--- src/rtl/multicycle_control_if.sv ---
// Bundle between the multicycle control unit and the datapath: instruction/memory handshake in,
// register-file, ALU, memory and PC controls out.
interface multicycle_control_if;
  logic [23:0] instr;
  logic        mem_ready;
  logic        zero;
  logic [2:0]  Ra;
  logic [2:0]  Rb;
  logic [2:0]  Rw;
  logic        enWrite;
  logic [23:0] imm_ext;
  logic [2:0]  alu_op;
  logic        alu_src_b;
  logic        mem_read;
  logic        mem_write;
  logic        wb_sel;
  logic        ir_write;
  logic        pc_write;
  logic [1:0]  pc_src;
  logic [2:0]  state;
  logic        illegal;
  logic [15:0] retired;

  modport master (
    input  instr, mem_ready, zero,
    output Ra, Rb, Rw, enWrite, imm_ext, alu_op, alu_src_b, mem_read, mem_write,
           wb_sel, ir_write, pc_write, pc_src, state, illegal, retired
  );

  modport slave (
    output instr, mem_ready, zero,
    input  Ra, Rb, Rw, enWrite, imm_ext, alu_op, alu_src_b, mem_read, mem_write,
           wb_sel, ir_write, pc_write, pc_src, state, illegal, retired
  );
endinterface

--- src/rtl/multicycle_control.sv ---
// Multicycle FETCH/DECODE/EXEC/MEM/WB sequencer and IR for the 24-bit core; 3-5 cycles per instruction.
// Stalls in FETCH and MEM until mem_ready; outputs combinational from state/IR, forced to 0 in reset.
module multicycle_control (
  input  logic               clk,
  input  logic               reset,
  multicycle_control_if.master bus
);

  typedef enum logic [2:0] {
    S_FETCH  = 3'd0,
    S_DECODE = 3'd1,
    S_EXEC   = 3'd2,
    S_MEM    = 3'd3,
    S_WB     = 3'd4
  } state_e;

  typedef struct packed {
    logic [3:0]  op;
    logic [2:0]  rd;
    logic [2:0]  rs;
    logic [2:0]  rt;
    logic [10:0] imm;
  } ir_t;

  localparam logic [3:0] OP_ADD  = 4'd0;
  localparam logic [3:0] OP_SUB  = 4'd1;
  localparam logic [3:0] OP_AND  = 4'd2;
  localparam logic [3:0] OP_OR   = 4'd3;
  localparam logic [3:0] OP_ADDI = 4'd4;
  localparam logic [3:0] OP_LW   = 4'd5;
  localparam logic [3:0] OP_SW   = 4'd6;
  localparam logic [3:0] OP_BEQ  = 4'd7;
  localparam logic [3:0] OP_J    = 4'd8;

  localparam logic [2:0] ALU_ADD = 3'd0;
  localparam logic [2:0] ALU_SUB = 3'd1;

  state_e      state_q, state_d;
  ir_t         ir_q, ir_d;
  logic [15:0] retired_q, retired_d;

  logic [2:0]  alu_op_c;
  logic        alu_src_b_c, mem_read_c, mem_write_c, wb_sel_c;
  logic        ir_write_c, pc_write_c, en_write_c, illegal_c;
  logic [1:0]  pc_src_c;

  always_ff @(posedge clk or negedge reset) begin
    if (!reset) begin
      state_q   <= S_FETCH;
      ir_q      <= '0;
      retired_q <= '0;
    end else begin
      state_q   <= state_d;
      ir_q      <= ir_d;
      retired_q <= retired_d;
    end
  end

  always_comb begin
    state_d     = state_q;
    ir_d        = ir_q;
    retired_d   = retired_q;
    alu_op_c    = ALU_ADD;
    alu_src_b_c = 1'b0;
    mem_read_c  = 1'b0;
    mem_write_c = 1'b0;
    wb_sel_c    = 1'b0;
    ir_write_c  = 1'b0;
    pc_write_c  = 1'b0;
    pc_src_c    = 2'd0;
    en_write_c  = 1'b0;
    illegal_c   = 1'b0;

    case (state_q)
      S_FETCH: begin
        mem_read_c = 1'b1;
        if (bus.mem_ready) begin
          ir_write_c = 1'b1;
          pc_write_c = 1'b1;
          ir_d       = bus.instr;
          state_d    = S_DECODE;
        end
      end
      S_DECODE: begin
        if (ir_q.op > OP_J) begin
          illegal_c = 1'b1;
          state_d   = S_FETCH;
        end else begin
          state_d = S_EXEC;
        end
      end
      S_EXEC: begin
        case (ir_q.op)
          OP_ADD, OP_SUB, OP_AND, OP_OR: begin
            alu_op_c = ir_q.op[2:0];
            state_d  = S_WB;
          end
          OP_ADDI: begin
            alu_src_b_c = 1'b1;
            state_d     = S_WB;
          end
          OP_LW, OP_SW: begin
            alu_src_b_c = 1'b1;
            state_d     = S_MEM;
          end
          OP_BEQ: begin
            alu_op_c   = ALU_SUB;
            pc_src_c   = 2'd1;
            pc_write_c = bus.zero;
            state_d    = S_FETCH;
          end
          default: begin
            // J; illegal opcodes never reach EXEC
            pc_src_c   = 2'd2;
            pc_write_c = 1'b1;
            state_d    = S_FETCH;
          end
        endcase
      end
      S_MEM: begin
        mem_read_c  = (ir_q.op == OP_LW);
        mem_write_c = (ir_q.op != OP_LW);
        if (bus.mem_ready) begin
          state_d = (ir_q.op == OP_LW) ? S_WB : S_FETCH;
        end
      end
      S_WB: begin
        // R0 is hardwired: the write is dropped here rather than in the register file
        en_write_c = (ir_q.rd != 3'd0);
        wb_sel_c   = (ir_q.op == OP_LW);
        state_d    = S_FETCH;
      end
      default: state_d = S_FETCH;
    endcase

    if (state_d == S_FETCH &&
        (state_q == S_EXEC || state_q == S_MEM || state_q == S_WB)) begin
      retired_d = retired_q + 16'd1;
    end
  end

  assign bus.Ra        = reset ? ir_q.rs : 3'd0;
  assign bus.Rb        = reset ? ir_q.rt : 3'd0;
  assign bus.Rw        = reset ? ir_q.rd : 3'd0;
  assign bus.imm_ext   = reset ? {{13{ir_q.imm[10]}}, ir_q.imm} : 24'd0;
  assign bus.enWrite   = reset & en_write_c;
  assign bus.alu_op    = reset ? alu_op_c : 3'd0;
  assign bus.alu_src_b = reset & alu_src_b_c;
  assign bus.mem_read  = reset & mem_read_c;
  assign bus.mem_write = reset & mem_write_c;
  assign bus.wb_sel    = reset & wb_sel_c;
  assign bus.ir_write  = reset & ir_write_c;
  assign bus.pc_write  = reset & pc_write_c;
  assign bus.pc_src    = reset ? pc_src_c : 2'd0;
  assign bus.illegal   = reset & illegal_c;
  assign bus.state     = state_q;
  assign bus.retired   = retired_q;

endmodule

--- src/flat_wrapper.sv ---
// flat-port wrapper written by rule: the top's interface ports become plain ports
module multicycle_control_flat 
  (clk, reset, bus_instr, bus_mem_ready, bus_zero, bus_Ra, bus_Rb, bus_Rw, bus_enWrite, bus_imm_ext, bus_alu_op, bus_alu_src_b, bus_mem_read, bus_mem_write, bus_wb_sel, bus_ir_write, bus_pc_write, bus_pc_src, bus_state, bus_illegal, bus_retired);
  multicycle_control_if bus_i ();
  input  logic clk;
  input  logic reset;
  input wire logic [$bits(bus_i.instr)-1:0] bus_instr;
  input wire logic [$bits(bus_i.mem_ready)-1:0] bus_mem_ready;
  input wire logic [$bits(bus_i.zero)-1:0] bus_zero;
  output wire logic [$bits(bus_i.Ra)-1:0] bus_Ra;
  output wire logic [$bits(bus_i.Rb)-1:0] bus_Rb;
  output wire logic [$bits(bus_i.Rw)-1:0] bus_Rw;
  output wire logic [$bits(bus_i.enWrite)-1:0] bus_enWrite;
  output wire logic [$bits(bus_i.imm_ext)-1:0] bus_imm_ext;
  output wire logic [$bits(bus_i.alu_op)-1:0] bus_alu_op;
  output wire logic [$bits(bus_i.alu_src_b)-1:0] bus_alu_src_b;
  output wire logic [$bits(bus_i.mem_read)-1:0] bus_mem_read;
  output wire logic [$bits(bus_i.mem_write)-1:0] bus_mem_write;
  output wire logic [$bits(bus_i.wb_sel)-1:0] bus_wb_sel;
  output wire logic [$bits(bus_i.ir_write)-1:0] bus_ir_write;
  output wire logic [$bits(bus_i.pc_write)-1:0] bus_pc_write;
  output wire logic [$bits(bus_i.pc_src)-1:0] bus_pc_src;
  output wire logic [$bits(bus_i.state)-1:0] bus_state;
  output wire logic [$bits(bus_i.illegal)-1:0] bus_illegal;
  output wire logic [$bits(bus_i.retired)-1:0] bus_retired;
  assign bus_i.instr = bus_instr;
  assign bus_i.mem_ready = bus_mem_ready;
  assign bus_i.zero = bus_zero;
  assign bus_Ra = bus_i.Ra;
  assign bus_Rb = bus_i.Rb;
  assign bus_Rw = bus_i.Rw;
  assign bus_enWrite = bus_i.enWrite;
  assign bus_imm_ext = bus_i.imm_ext;
  assign bus_alu_op = bus_i.alu_op;
  assign bus_alu_src_b = bus_i.alu_src_b;
  assign bus_mem_read = bus_i.mem_read;
  assign bus_mem_write = bus_i.mem_write;
  assign bus_wb_sel = bus_i.wb_sel;
  assign bus_ir_write = bus_i.ir_write;
  assign bus_pc_write = bus_i.pc_write;
  assign bus_pc_src = bus_i.pc_src;
  assign bus_state = bus_i.state;
  assign bus_illegal = bus_i.illegal;
  assign bus_retired = bus_i.retired;
  multicycle_control u_core (.clk(clk), .reset(reset), .bus(bus_i));
endmodule
--- config.mk ---
export PLATFORM = sky130hd
export DESIGN_NAME = multicycle_control_flat
export DESIGN_NICKNAME = d
export VERILOG_FILES = /design/src/rtl/multicycle_control_if.sv /design/src/rtl/multicycle_control.sv /design/src/flat_wrapper.sv
export SDC_FILE = /design/constraint.sdc
export NUM_CORES = 1
export LEC_CHECK = 0
export CAP_MARGIN = 20
export CORE_MARGIN = 4
export CORE_UTILIZATION = 47
export DETAILED_ROUTE_END_ITERATION = 8
export GPL_ROUTABILITY_DRIVEN = 0
export PLACE_DENSITY = 0.95
export SLEW_MARGIN = 0
export SYNTH_ARGS = -nofsm -noshare
export SYNTH_HDL_FRONTEND = slang
export SYNTH_SLANG_ARGS = --single-unit
--- constraint.sdc ---
create_clock -name clk -period 4.3 [get_ports clk]
set_input_delay 0.43 -clock clk [delete_from_list [all_inputs] [get_ports clk]]
set_output_delay 0.43 -clock clk [all_outputs]
set_load 0.01 [all_outputs]
After elaboration in Yosys (flattened, before gate mapping)
Cells that the tools add are included.

Register bits: 43. Input port bits: 28.

$add $sub $neg: 1. $lt $le $gt $ge: 1. Eq/ne operators: 12. Multiplexer cells: 28. Bitwise operators: 8. Reductions and logical operators: 13.

Operators with widths (count): 24-bit two-way mux (1); 3-bit two-way mux (8); 16-bit by 1-bit adder with 16-bit output (second input constant) (1); 4-bit by 3-bit == test with 1-bit output (second input constant) (4); 3-bit one-hot mux with 2 select lines (2); 3-bit one-hot mux with 4 select lines (1); 1-bit two-way mux (9); 1-bit bitwise AND (8); 4-bit by 2-bit == test with 1-bit output (second input constant) (2); 7-bit OR reduction (1); 3-bit by 2-bit == test with 1-bit output (second input constant) (2); 3-bit zero test (2); 2-bit two-way mux (3); 1-bit one-hot mux with 2 select lines (3); 5-bit OR reduction (1); 4-bit by 1-bit == test with 1-bit output (second input constant) (1); 4-bit > comparator (second input constant) (1); 4-bit zero test (1); 4-bit by 3-bit inequality test with 1-bit output (second input constant) (1); 2-bit one-hot mux with 2 select lines (1); 4-bit OR reduction (1); 3-bit by 1-bit == test with 1-bit output (second input constant) (1); 3-bit == test (second input constant) (1); 3-bit nonzero test (1); other kinds (5) (6).

Depth between registers and ports, before layout
Word-level depth: 6. Gate-level depth with buffers: 7.

Worst setup path after synthesis
Ideal clock, no wire load.

Kind: register -> output. From: register u_core.state_q[0], in the netlist u_core.bus.state[0]. To: output port bus_ir_write. Data arrival time: 1.538 ns. Data required time: 3.870 ns. Path slack: 2.332 ns. Cell stages (with the launch flop): 7. Buffers on the path: 3. Path through: dfrtp_1 -> buf_6 -> or2_1 -> nor3b_1 -> buf_2 -> buf_2 -> and2_1.

Word-level cells in the longest chain between the ends: 3.

Ends and longest elaborated chain: from (decl) (RTL line multicycle_control.sv:38) `state_e state_q, state_d;`; from (signal assigned) (RTL line multicycle_control.sv:53) `state_q <= state_d;`; 3-bit zero test (RTL line multicycle_control.sv:74) `case (state_q)`; 1-bit two-way mux (RTL line multicycle_control.sv:74); 1-bit bitwise AND (RTL line multicycle_control.sv:152) `assign bus.ir_write = reset & ir_write_c;`; to (decl) (RTL line flat_wrapper.sv:20) `output wire logic [$bits(bus_i.ir_write)-1:0] bus_ir_write;`.

No other way between the ends.

Worst setup path after layout
From: register u_core.state_q[1], in the netlist u_core.bus.state[1]. To: output port bus_ir_write.

Same word-level chain as after synthesis.

==> flow_summary.toml <==
[finish]
fin_nets = 318
multiInputGateArea_um2 = 1060
final_cell_mix = "90 x clkdlybuf4s50_1, 43 x dfrtp_1, 24 x and2_1"
final_common_cell = "clkdlybuf4s50_1"
drive_gt1_share_pct = 15.5
register_area_um2 = 1080
antenna_cells = 0
finalInstanceArea_um2 = 3270
area_growth_syn_to_layout_pct = 40.5
fill_cells = 381

[timing]
fin_crit_sh_pct = 64.5
setup_viol = 0
fin_tns_setup_ns = 0
maxSlewViolCount = 0
rsz0062_at_grt = "false"
worst_pin_slew_ns = 0.618
min_period_ns = 2.77
slew-limit-headroom_pct = 58.8
finClkSkew_ns = 0.00420
finalHoldViolations = 0
fmaxAchievable_mhz = 361

[critical_path]
r2r-end = "u_core.bus.retired[1]"
cp.required_ns = 3.87
critPathMaxFanout = 27
cp_num_buf_inv = 2
r2r_setup_slack_ns = 2.24
critical_path_arrival_ns = 2.34
r2r.worst_path.cells = 4
crit_family = "buffers and inverters"
critPathKind = "flop to output pin"
critical-path-slowest-cell = "clkdlybuf4s50_1"
cpPeakStageDelay_ns = 0.53
path_cells = "or2_1 -> nor3b_2 -> buf_4 -> and2_1 -> clkdlybuf4s50_1"
r2r_start = "u_core.ir_q[21]"
start_kind = "flop"
crit_path_end_kind = "output pin"

[global_routing]
grt_usage_pct = 17.4
grt_max_degree = 36
grt_pass1_wl_mm = 8.60
antenna_found_initial = 0
grt_pass1_vias = 1800
grt-ovfl-total = 0

[clocking]
clock_latency_ns = 0.28
clockBufferDepth = 2
cts_tree = "done"
cts_setup_buffers = 0
clkSinkCount = 43
cts_hold_buf = 0
cts_buffers = 5
clk_pin_slew_worst_paths_ns = 0.08
cts_resized = 0
cts-root-buf = "clkbuf_8"
htree_num_levels = 2

[worst_hold_path]
hp-class = "primary input to async pin"

[placed_design]
hpwl_mm = 3.88
io_buffers = 91
dpl_cell_area_um2 = 3170

[detailed_routing]
ant_nets = 0
vias = 1786
drtIter0Drc = 94
wl_per_cell_um = 14.3
drt-total-wl_mm = 5.09
viasPerCell = 5.00
drc = 0
dr.pass1.iters = 4

[yosys]
avgSynthCellArea_um2 = 11.0
synth_cell_types = 41
yosysWarnings = 0
seq_area_frac_synth_pct = 46.3
synth_cells = 212
syn_area_um2 = 2330
synthesis.nets = 241
yosys_register_bits = 43

[status]
status = "finished, final reports clean"

[floorplanning]
fp-row-count = 25
die_h_um = 78.4
io_pins = 93
chipWidth_um = 78.4
dieArea_um2 = 6140
core_area_um2 = 4750
start_util_pct = 48.9

[power]
p_leak_uw = 0.00134
power_density_nw_per_um2 = 582
vdd_drop_max_uv = 353

[job]
cap_violations = 0
cells in the mapped netlist:
master,number,area (um2)
a311oi_1,1,8.76
or3_4,1,11.3
xor2_1,11,96.3
nand2b_1,4,25.0
a31oi_4,1,21.3
dfrtp_1,43,1080
buf_6,3,33.8
xnor2_1,4,35.0
a32oi_2,1,16.3
nand2_1,9,33.8
and2_1,24,150
conb_1,1,3.75
o21ai_0,7,35.0
nor4_1,1,6.26
and3_1,1,6.26
nor4b_2,3,45.0
nand4_1,4,25.0
nor3b_1,2,15.0
clkbuf_1,3,11.3
nand4b_1,1,8.76
buf_4,16,120
nor2b_1,3,18.8
or2_1,1,6.26
mux2_1,1,11.3
o311a_1,1,10.0
a21oi_1,3,15.0
buf_2,2,10.0
nor2_1,14,52.6
mux2_2,22,248
nor4b_1,1,8.76
and4_1,1,8.76
nand3b_1,1,7.51
xnor2_2,1,16.3
nor3_1,2,10.0
a31oi_1,1,6.26
nand3_1,6,30.0
o21a_1,1,7.51
ha_1,1,12.5
nor3_2,4,40.0
o31ai_1,1,7.51
inv_1,4,15.0
stage by stage:
step	instances	hold slack [ns]	power (uW)	setup WS [ns]	utilization [%]
3_3_place_gp	349	0.462	1610	1.66	66.6
4_1_cts	357	0.161	1930	1.52	68.7
3_5_place_dp	349	0.479	1650	1.61	66.6
2_1_floorplan	212	0.134	1310	2.33	-
6_report	357	0.152	1900	1.53	68.7
5_1_grt	357	0.193	2040	1.39	68.7
layer usage:
| layer | wire length (um) | part of all wire (%) | track usage, % | up-vias |
|---|---|---|---|---|
| met3 | 374 | 7.3 | 3.90 | 5 |
| met4 | 36 | 0.71 | 4.20 | 0 |
| met2 | 2470 | 49 | 29.4 | 81 |
| met1 | 2210 | 43 | 22.7 | 842 |
| li1 | - | - | - | 858 |
| met5 | 0 | 0 | 0 | - |
cells by family after synthesis:
kind of cell / after synthesis / synth area share [%]
AND/OR/NAND/NOR: 83 / 21.9
flip-flops: 43 / 46.3
buffers and inverters: 28 / 8.18
multiplexers: 23 / 11.1
AO/OA/AOI/OAI: 17 / 5.49
XOR/XNOR: 16 / 6.35
adder cells (fa/ha/maj): 1 / 0.538
other: 1 / 0.161
how the worst max path moves through the flow:
| stage | end | from | slack [ns] | depth (start not counted) |
|---|---|---|---|---|
| global route | bus_alu_op[1] | reset | 1.39 | 6 |
| floorplan | bus_ir_write | u_core.bus.state[0] | 2.33 | 6 |
| global placement | bus_ir_write | bus_mem_ready | 1.66 | 5 |
| detailed placement | bus_alu_op[1] | reset | 1.61 | 6 |
| finish | bus_ir_write | u_core.bus.state[1] | 1.53 | 5 |
| CTS | bus_ir_write | u_core.bus.state[1] | 1.52 | 5 |
layout make-up:
cell class / count / area share (%)
inverters: 4 / 0.459
repair buffers: 94 / 28.4
flip-flops and latches: 43 / 32.9
clock buffers: 8 / 3.06
well taps: 67 / 2.57
multi-input cells: 141 / 32.6
worst reg2reg max path, delay by kind of cell, from the launching register on:
kind            cells  cell delay [ns]
flops               1             0.50
xor+xnor            1             0.21
mux                 1             0.37
compound gates      1             0.50
simple gates        1             0.37
sequential cells by signal, summed over array words and instances, names as in the netlist:
signal,flops
u_core.ir_q,24
u_core.bus.state,3
u_core.bus.retired,16
report_power, final:
| part | internal, uW | leakage (uW) | switching, uW |
|---|---|---|---|
| sequential | 560 | 0.000534 | 159 |
| combinational | 520 | 0.000751 | 393 |
| clock | 147 | 0.0000515 | 125 |
Power figures use the tool's default switching activity.
